==> src/rtl/add_nbit_pipe.sv <==
// add_nbit_pipe: pipelined N-bit adder/subtractor.
// The carry chain is cut into STAGES slices of W = N/STAGES bits with a register after each slice.
// Each operation carries its own effective operands, carry and valid bit down the pipe.
// The result appears exactly STAGES accepting edges after the operation is taken.
// N must be a non-zero multiple of STAGES, and STAGES must be at least 1.
module add_nbit_pipe #(
   parameter int N      = 8,
   parameter int STAGES = 2
) (
   input  logic         clk,
   input  logic         rst,
   input  logic         valid_in,
   input  logic         stall_in,
   input  logic         sub_in,
   input  logic [N-1:0] a_in,
   input  logic [N-1:0] b_in,
   input  logic         carry_in,
   output logic         valid_out,
   output logic [N-1:0] sum_out,
   output logic         carry_out,
   output logic         overflow_out
);

   localparam int W = N / STAGES;

   genvar k;
   generate
      for (k = 0; k < STAGES; k++) begin : g_stage
         // LO is the first bit of this slice; HI is the count of sum bits settled after it
         localparam int LO = k * W;
         localparam int HI = (k + 1) * W;

         logic [N-LO-1:0] a_src_s;   // operand A bits [N-1:LO] entering this stage
         logic [N-LO-1:0] b_src_s;   // effective B bits [N-1:LO] entering this stage
         logic            c_src_s;   // carry into this slice
         logic            v_src_s;   // valid bit entering this stage
         logic [W:0]      slice_s;   // slice sum including its carry out
         logic [HI-1:0]   sum_d;
         logic [HI-1:0]   sum_q;
         logic            c_d;
         logic            c_q;
         logic            v_d;
         logic            v_q;

         if (k == 0) begin : g_src
            // Form effective operands at the pipe entry; a bubble presents all-zero data
            always_comb begin
               if (valid_in == 1'b1) begin
                  a_src_s = a_in;
                  b_src_s = sub_in ? ~b_in : b_in;
                  c_src_s = sub_in ? 1'b1 : carry_in;
               end else begin
                  a_src_s = {N{1'b0}};
                  b_src_s = {N{1'b0}};
                  c_src_s = 1'b0;
               end
               v_src_s = valid_in;
            end

            // First slice starts the settled sum
            always_comb begin
               sum_d = slice_s[W-1:0];
            end
         end else begin : g_src
            // Take unprocessed operand bits, carry and valid from the previous stage
            always_comb begin
               a_src_s = g_stage[k-1].g_fwd.a_q;
               b_src_s = g_stage[k-1].g_fwd.b_q;
               c_src_s = g_stage[k-1].c_q;
               v_src_s = g_stage[k-1].v_q;
            end

            // Append this slice above the sum bits settled in earlier stages
            always_comb begin
               sum_d = {slice_s[W-1:0], g_stage[k-1].sum_q};
            end
         end

         // Add one W-bit slice with the incoming carry
         always_comb begin
            slice_s = {1'b0, a_src_s[W-1:0]} + {1'b0, b_src_s[W-1:0]} + {{W{1'b0}}, c_src_s};
            c_d     = slice_s[W];
            v_d     = v_src_s;
         end

         // Stage register: reset clears, stall holds, otherwise load the next state
         always_ff @(posedge clk) begin
            if (rst) begin
               sum_q <= {HI{1'b0}};
               c_q   <= 1'b0;
               v_q   <= 1'b0;
            end else if (!stall_in) begin
               sum_q <= sum_d;
               c_q   <= c_d;
               v_q   <= v_d;
            end else begin
               sum_q <= sum_q;
               c_q   <= c_q;
               v_q   <= v_q;
            end
         end

         if (k < STAGES - 1) begin : g_fwd
            logic [N-HI-1:0] a_d;
            logic [N-HI-1:0] a_q;
            logic [N-HI-1:0] b_d;
            logic [N-HI-1:0] b_q;

            // Pass the still-unprocessed upper operand bits to the next stage
            always_comb begin
               a_d = a_src_s[N-LO-1:W];
               b_d = b_src_s[N-LO-1:W];
            end

            // Operand delay register kept in step with the stage register
            always_ff @(posedge clk) begin
               if (rst) begin
                  a_q <= {(N-HI){1'b0}};
                  b_q <= {(N-HI){1'b0}};
               end else if (!stall_in) begin
                  a_q <= a_d;
                  b_q <= b_d;
               end else begin
                  a_q <= a_q;
                  b_q <= b_q;
               end
            end
         end else begin : g_last
            logic ovf_d;
            logic ovf_q;

            // Signed overflow: operand signs agree but the result sign differs
            always_comb begin
               ovf_d = (a_src_s[N-LO-1] == b_src_s[N-LO-1]) && (sum_d[N-1] != a_src_s[N-LO-1]);
            end

            // Overflow register sits beside the final stage register
            always_ff @(posedge clk) begin
               if (rst) begin
                  ovf_q <= 1'b0;
               end else if (!stall_in) begin
                  ovf_q <= ovf_d;
               end else begin
                  ovf_q <= ovf_q;
               end
            end
         end
      end
   endgenerate

   assign valid_out    = g_stage[STAGES-1].v_q;
   assign sum_out      = g_stage[STAGES-1].sum_q;
   assign carry_out    = g_stage[STAGES-1].c_q;
   assign overflow_out = g_stage[STAGES-1].g_last.ovf_q;

endmodule

==> config.mk <==
export PLATFORM = sky130hd
export DESIGN_NAME = add_nbit_pipe
export DESIGN_NICKNAME = d
export VERILOG_FILES = /design/src/rtl/add_nbit_pipe.sv
export SDC_FILE = /design/constraint.sdc
export NUM_CORES = 1
export LEC_CHECK = 0
export BUFFER_PORTS_ARGS = -buffer_cell sky130_fd_sc_hd__buf_2
export CAP_MARGIN = 20
export CELL_PAD_IN_SITES_DETAIL_PLACEMENT = 0
export CELL_PAD_IN_SITES_GLOBAL_PLACEMENT = 2
export CORE_AREA = 2 2 73 75
export DETAILED_ROUTE_END_ITERATION = 6
export DIE_AREA = 0 0 75 77
export PLACE_DENSITY_LB_ADDON = 0.1
export SLEW_MARGIN = 20
export SYNTH_ARGS = -nofsm -noshare
export SYNTH_HDL_FRONTEND = slang
export SYNTH_SLANG_ARGS = --single-unit
export TNS_END_PERCENT = 100
==> constraint.sdc <==
create_clock -name clk -period 1.85 [get_ports clk]
set_input_delay 0.185 -clock clk [delete_from_list [all_inputs] [get_ports clk]]
set_output_delay 0.185 -clock clk [all_outputs]
set_load 0.01 [all_outputs]
# Yosys cells after proc, flatten, opt, wreduce, memory -nomap -nowiden
# Index checks and enable logic that the tools add are counted.
dict set report classes {
  muxes 5
  div_mod_pow 0
  multipliers 0
  n_reduce_logical 1
  bitwise 1
  shifts 0
  addsub 4
  n_eq_ne 2
  magnitude_cmp 0
}
# op count
set op_table {}
lappend op_table {{8-bit 2-to-1 mux} 3}
lappend op_table {{4-bit by 4-bit adder with 5-bit output} 2}
lappend op_table {{5-bit by 1-bit adder with 5-bit output} 2}
lappend op_table {{8-bit NOT} 1}
lappend op_table {{1-bit 2-to-1 mux} 2}
lappend op_table {{1-bit equality test} 1}
lappend op_table {{1-bit logical AND} 1}
lappend op_table {{1-bit != test} 1}
dict set report word_totals {
  elab_cells 22
  register_bits 25
  latchBits 0
  romBits 0
  n_memories 0
  ramBits 0
}

# Logic depth before layout (Yosys ltp)
dict set report depth {
  depth_word 5
  ltp_mapped 8
}

# Least setup slack after synthesis
# OpenSTA, ideal clock, no wires.
dict set report synth_path {
  path_type {in2reg}
  from {input port sub_in}
  to {register g_stage[0].c_q}
  path_stages 8
  path_buffers 1
  path_slack_ns -0.094
  required_time_ns 1.755
  setup_time_ns 0.095
  arrival_ns 1.849
  path_cell_list {buf_2 -> xor2_1 -> nand2_1 -> fa_1 -> fa_1 -> nor2b_1 -> o21ai_0 -> a221oi_1}
}
dict set report synth_between {
  elab_chain_cells 4
}
# element line_no
set synth_lines {}
lappend synth_lines {{start: declaration} 14} ;# input logic sub_in,
lappend synth_lines {{8-bit 2-to-1 mux} 50} ;# b_src_s = sub_in ? ~b_in : b_in;
lappend synth_lines {{8-bit 2-to-1 mux} 48} ;# if (valid_in == 1'b1) begin
lappend synth_lines {{4-bit by 4-bit adder with 5-bit output} 81} ;# slice_s = {1'b0, a_src_s[W-1:0]} + {1'b0, b_src_s[W-1:0]} + {{W{1'b0}}, c_src_s};
lappend synth_lines {{5-bit by 1-bit adder with 5-bit output (*)} 81}
lappend synth_lines {{end signal: assignment} 98} ;# c_q <= c_q;
lappend synth_lines {{end: declaration} 41} ;# logic c_q;
# Mark *: on every way between the ends. The rest lies on a longest branch, timed or not.
# A chain may end at the register's enable or synchronous reset.

# Worst setup path after layout
dict set report layout_path {
  from {register g_stage[0].c_q}
  to {register g_stage[1].sum_q[7] (netlist: sum_out[7])}
}
dict set report layout_between {
  elab_chain_cells 1
}
# element line_no
set layout_lines {}
lappend layout_lines {{5-bit by 1-bit adder with 5-bit output} 81}
lappend layout_lines {{end signal: assignment} 89} ;# sum_q <= {HI{1'b0}};
lappend layout_lines {{end signal: assignment} 93} ;# sum_q <= sum_d;
lappend layout_lines {{end signal: assignment} 97} ;# sum_q <= sum_q;
lappend layout_lines {{end: declaration} 39} ;# logic [HI-1:0] sum_q;
# Every way passes these cells.

==> impl_results.md <==
* Syn nets at 177
* Die X at 75 microns
* RSZ-0062 raised after global routing: no
* Post-synth EDFFs at 0
* Startpoint Class: flip-flop
* Clock latency on the worst-skew pair at 0.27 ns
* Final Hold Vio Count at 0
* Final period utilization at 91.5%
* Setup Viol. Count Final at 0
* Die height at 77 microns
* CP peak stage delay at 0.50 ns
* Initial Util at 26.1%
* First-pass GRT wire length at 4890 microns
* Share of cells above drive strength 1 at 24.7%
* Min-Delay Startpoint: a_in[6]
* Post-detail-place hpwl at 2150 microns
* CP Max Fanout at 4
* VDD IR max at 0.275 mV
* Least-Margin Pin Slew at 0.419 ns
* R2r worst-path depth at 4
* Post-route design area at 1600 sq um
* Max clock buf depth at 2
* Register area share after synthesis at 38.5%
* Cell area after synthesis at 1300 sq um
* 1st-pass router iterations at 4
* Area growth syn-to-layout at 23.2%
* PortBufs at 32
* Root Driver: clkbuf_8
* Top cell type's share of synthesized area at 38.5%
* Total power at 1.12 mW
* GRT Total Usage at 10.8%
* Period minus WS final at 1.69 ns
* Outcome: completed
* Top cells by count, synth: 25 x dfxtp_1, 25 x nor2_1
* Worst hold path class: primary input to flip-flop
* Post-DP Area at 1560 sq um
* CTS clk-pin slew, worst paths at 0.09 ns
* Num CTS Buffers at 3
* Hold Path End: g_stage[0].g_fwd.a_q[2]
* DP Cell Count at 244
* Crit path required time at 2.05 ns
* Clock skew at 0.00328 ns
* Vias at 1,085
* Initial antenna violation count at 0
* Setup Buffers After CTS at 0
* Vias in the first global route at 1,074
* #FFs+latches synth at 25
* Placeable Area at 4980 sq um
* H-tree depth at 1
* Yosys warns at 0
* R2R setup slack at 0.16 ns
* Mean routed wirelength per cell at 11.6 microns
* Slowest CP cell: or4_1
* Hold_buf cts at 0
* Slew margin rel. at 72.1%
* Area leader, netlist: dfxtp_1
* Post-route insts no fill at 248
* Leakage at 0.728 nW
* Remaining DRCs at 0
* ANT cells at 0
* Largest net degree at the start of global routing at 37
* Hold Crit Depth at 3
* Floorplan row count at 26
* Number of distinct library cells after synthesis at 31
* Cell count after synthesis at 145
* Mean Syn Cell Area at 8.97 sq um
* PostCTS Resize Cnt at 0
* Critical R2R Launch: g_stage[0].c_q
* Die area at 5780 sq um
* CTS Sinks at 25
* Reg-to-Reg End: sum_out[7]
* Synth Flop Type: dfxtp_1
* CTS tree: built
* Layout Nets at 211
* Fraction of registers with async set/reset at 0%
* Power Density at 701 nW/um^2
* Setup CP Type: flip-flop to flip-flop
* Drt total wl at 2870 microns
* CP Capture Type: flip-flop
* DRT iter0 DRCs at 28
* MaxCap Viol Count at 0
* Gp weighted congestion at 0.685
* Worst EP arrival at 1.90 ns
* I/O pin count at 33
* Worst path cell trace: fa_1 > and3_1 > or4_1 > o211ai_1
* Post-DRT Antenna Nets at 0
* Vias per cell at 4.38
* Pins Over Slew Limit at 0
* Main area contributors after synthesis: dfxtp_1 38%, nor2_1 7.2%, fa_1 6.2%
* Achievable Freq at 591 MHz
* GRT Residual Overflow at 0
## state kept, by name, summed over array words and instances (netlist names)
register and flops:
sum_out 8, g_stage.g_fwd.a_q 4, g_stage.g_fwd.b_q 4, g_stage.sum_q 4, carry_out 1, g_stage.c_q 1
g_stage.v_q 1, overflow_out 1, valid_out 1
## through the flow
stage	utilization [%]	setup TNS (ns)	hold WS (ns)	setup WS (ns)
2_1_floorplan	-	0	0.329	0.0206
3_3_place_gp	31.2	0	0.416	0.00852
3_5_place_dp	31.2	-0.0408	0.424	-0.0408
4_1_cts	32.2	0	0.138	0.135
5_1_grt	32.2	0	0.159	0.0816
6_report	32.2	0	0.142	0.158
## metal layers
metal / share of wire [%] / vias to the layer above / global-route usage [%]
met5: 0 / - / 0
li1: - / 556 / -
met3: 5.3 / 2 / 3.55
met1: 46 / 508 / 12.6
met4: 0.52 / 0 / 2.14
met2: 48 / 19 / 18.9
## cells in the final DEF (no fill, tap or decap), types with 3 or more instances in the layout
cell type	netlist	layout
buf_4	0	7
nor2b_1	3	3
fa_1	4	3
nor2_1	25	25
dfxtp_1	25	25
buf_2	2	32
clkbuf_8	0	3
o211ai_1	3	3
mux2i_1	8	8
inv_1	7	7
ha_1	6	6
nand2_1	8	8
a22oi_1	8	8
and2_1	4	4
o21ai_0	5	5
a21oi_1	5	5
xor2_1	8	8
## cell families after synthesis
group,share of synthesized area [%]
AO/OA/AOI/OAI,13.4
adder cells (fa/ha/maj),11.9
multiplexers,6.16
flip-flops,38.5
AND/OR/NAND/NOR,17.6
buffers and inverters,5.68
XOR/XNOR,6.74
## where the power goes
group	internal [mW]	switching, mW	total (mW)
logic	0.0991	0.107	0.206
clock network	0.151	0.182	0.333
registers	0.567	0.0161	0.583
total	0.817	0.305	1.12
## area by class of cell
type,instances,area [sq um]
fillers,553,3380
multi-input cells,103,728
flip-flops and latches,25,500
repair buffers,39,213
well taps,70,87.6
clock buffers,3,41.3
inverters,7,26.3
clock inverters,1,5.00
## worst max path at each step
| stage | start | to | slack [ns] | cells after the start |
|---|---|---|---|---|
| floorplan | sub_in | g_stage[0].c_q | 0.02 | 8 |
| global placement | sub_in | g_stage[0].c_q | 0.009 | 8 |
| detailed placement | sub_in | g_stage[0].c_q | -0.04 | 8 |
| CTS | g_stage[0].c_q | sum_out[7] | 0.14 | 4 |
| global route | g_stage[0].c_q | carry_out | 0.08 | 6 |
| finish | g_stage[0].c_q | sum_out[7] | 0.16 | 4 |
## critical path, delay by kind of cell (launching register included)
kind	cells	cell delay, ns
and+or+nand+nor	2	0.73
adders and majority gates	1	0.46
DFF	1	0.34
AOI/OAI and AO/OA	1	0.09
No activity file was read; power rests on OpenSTA's default activity.
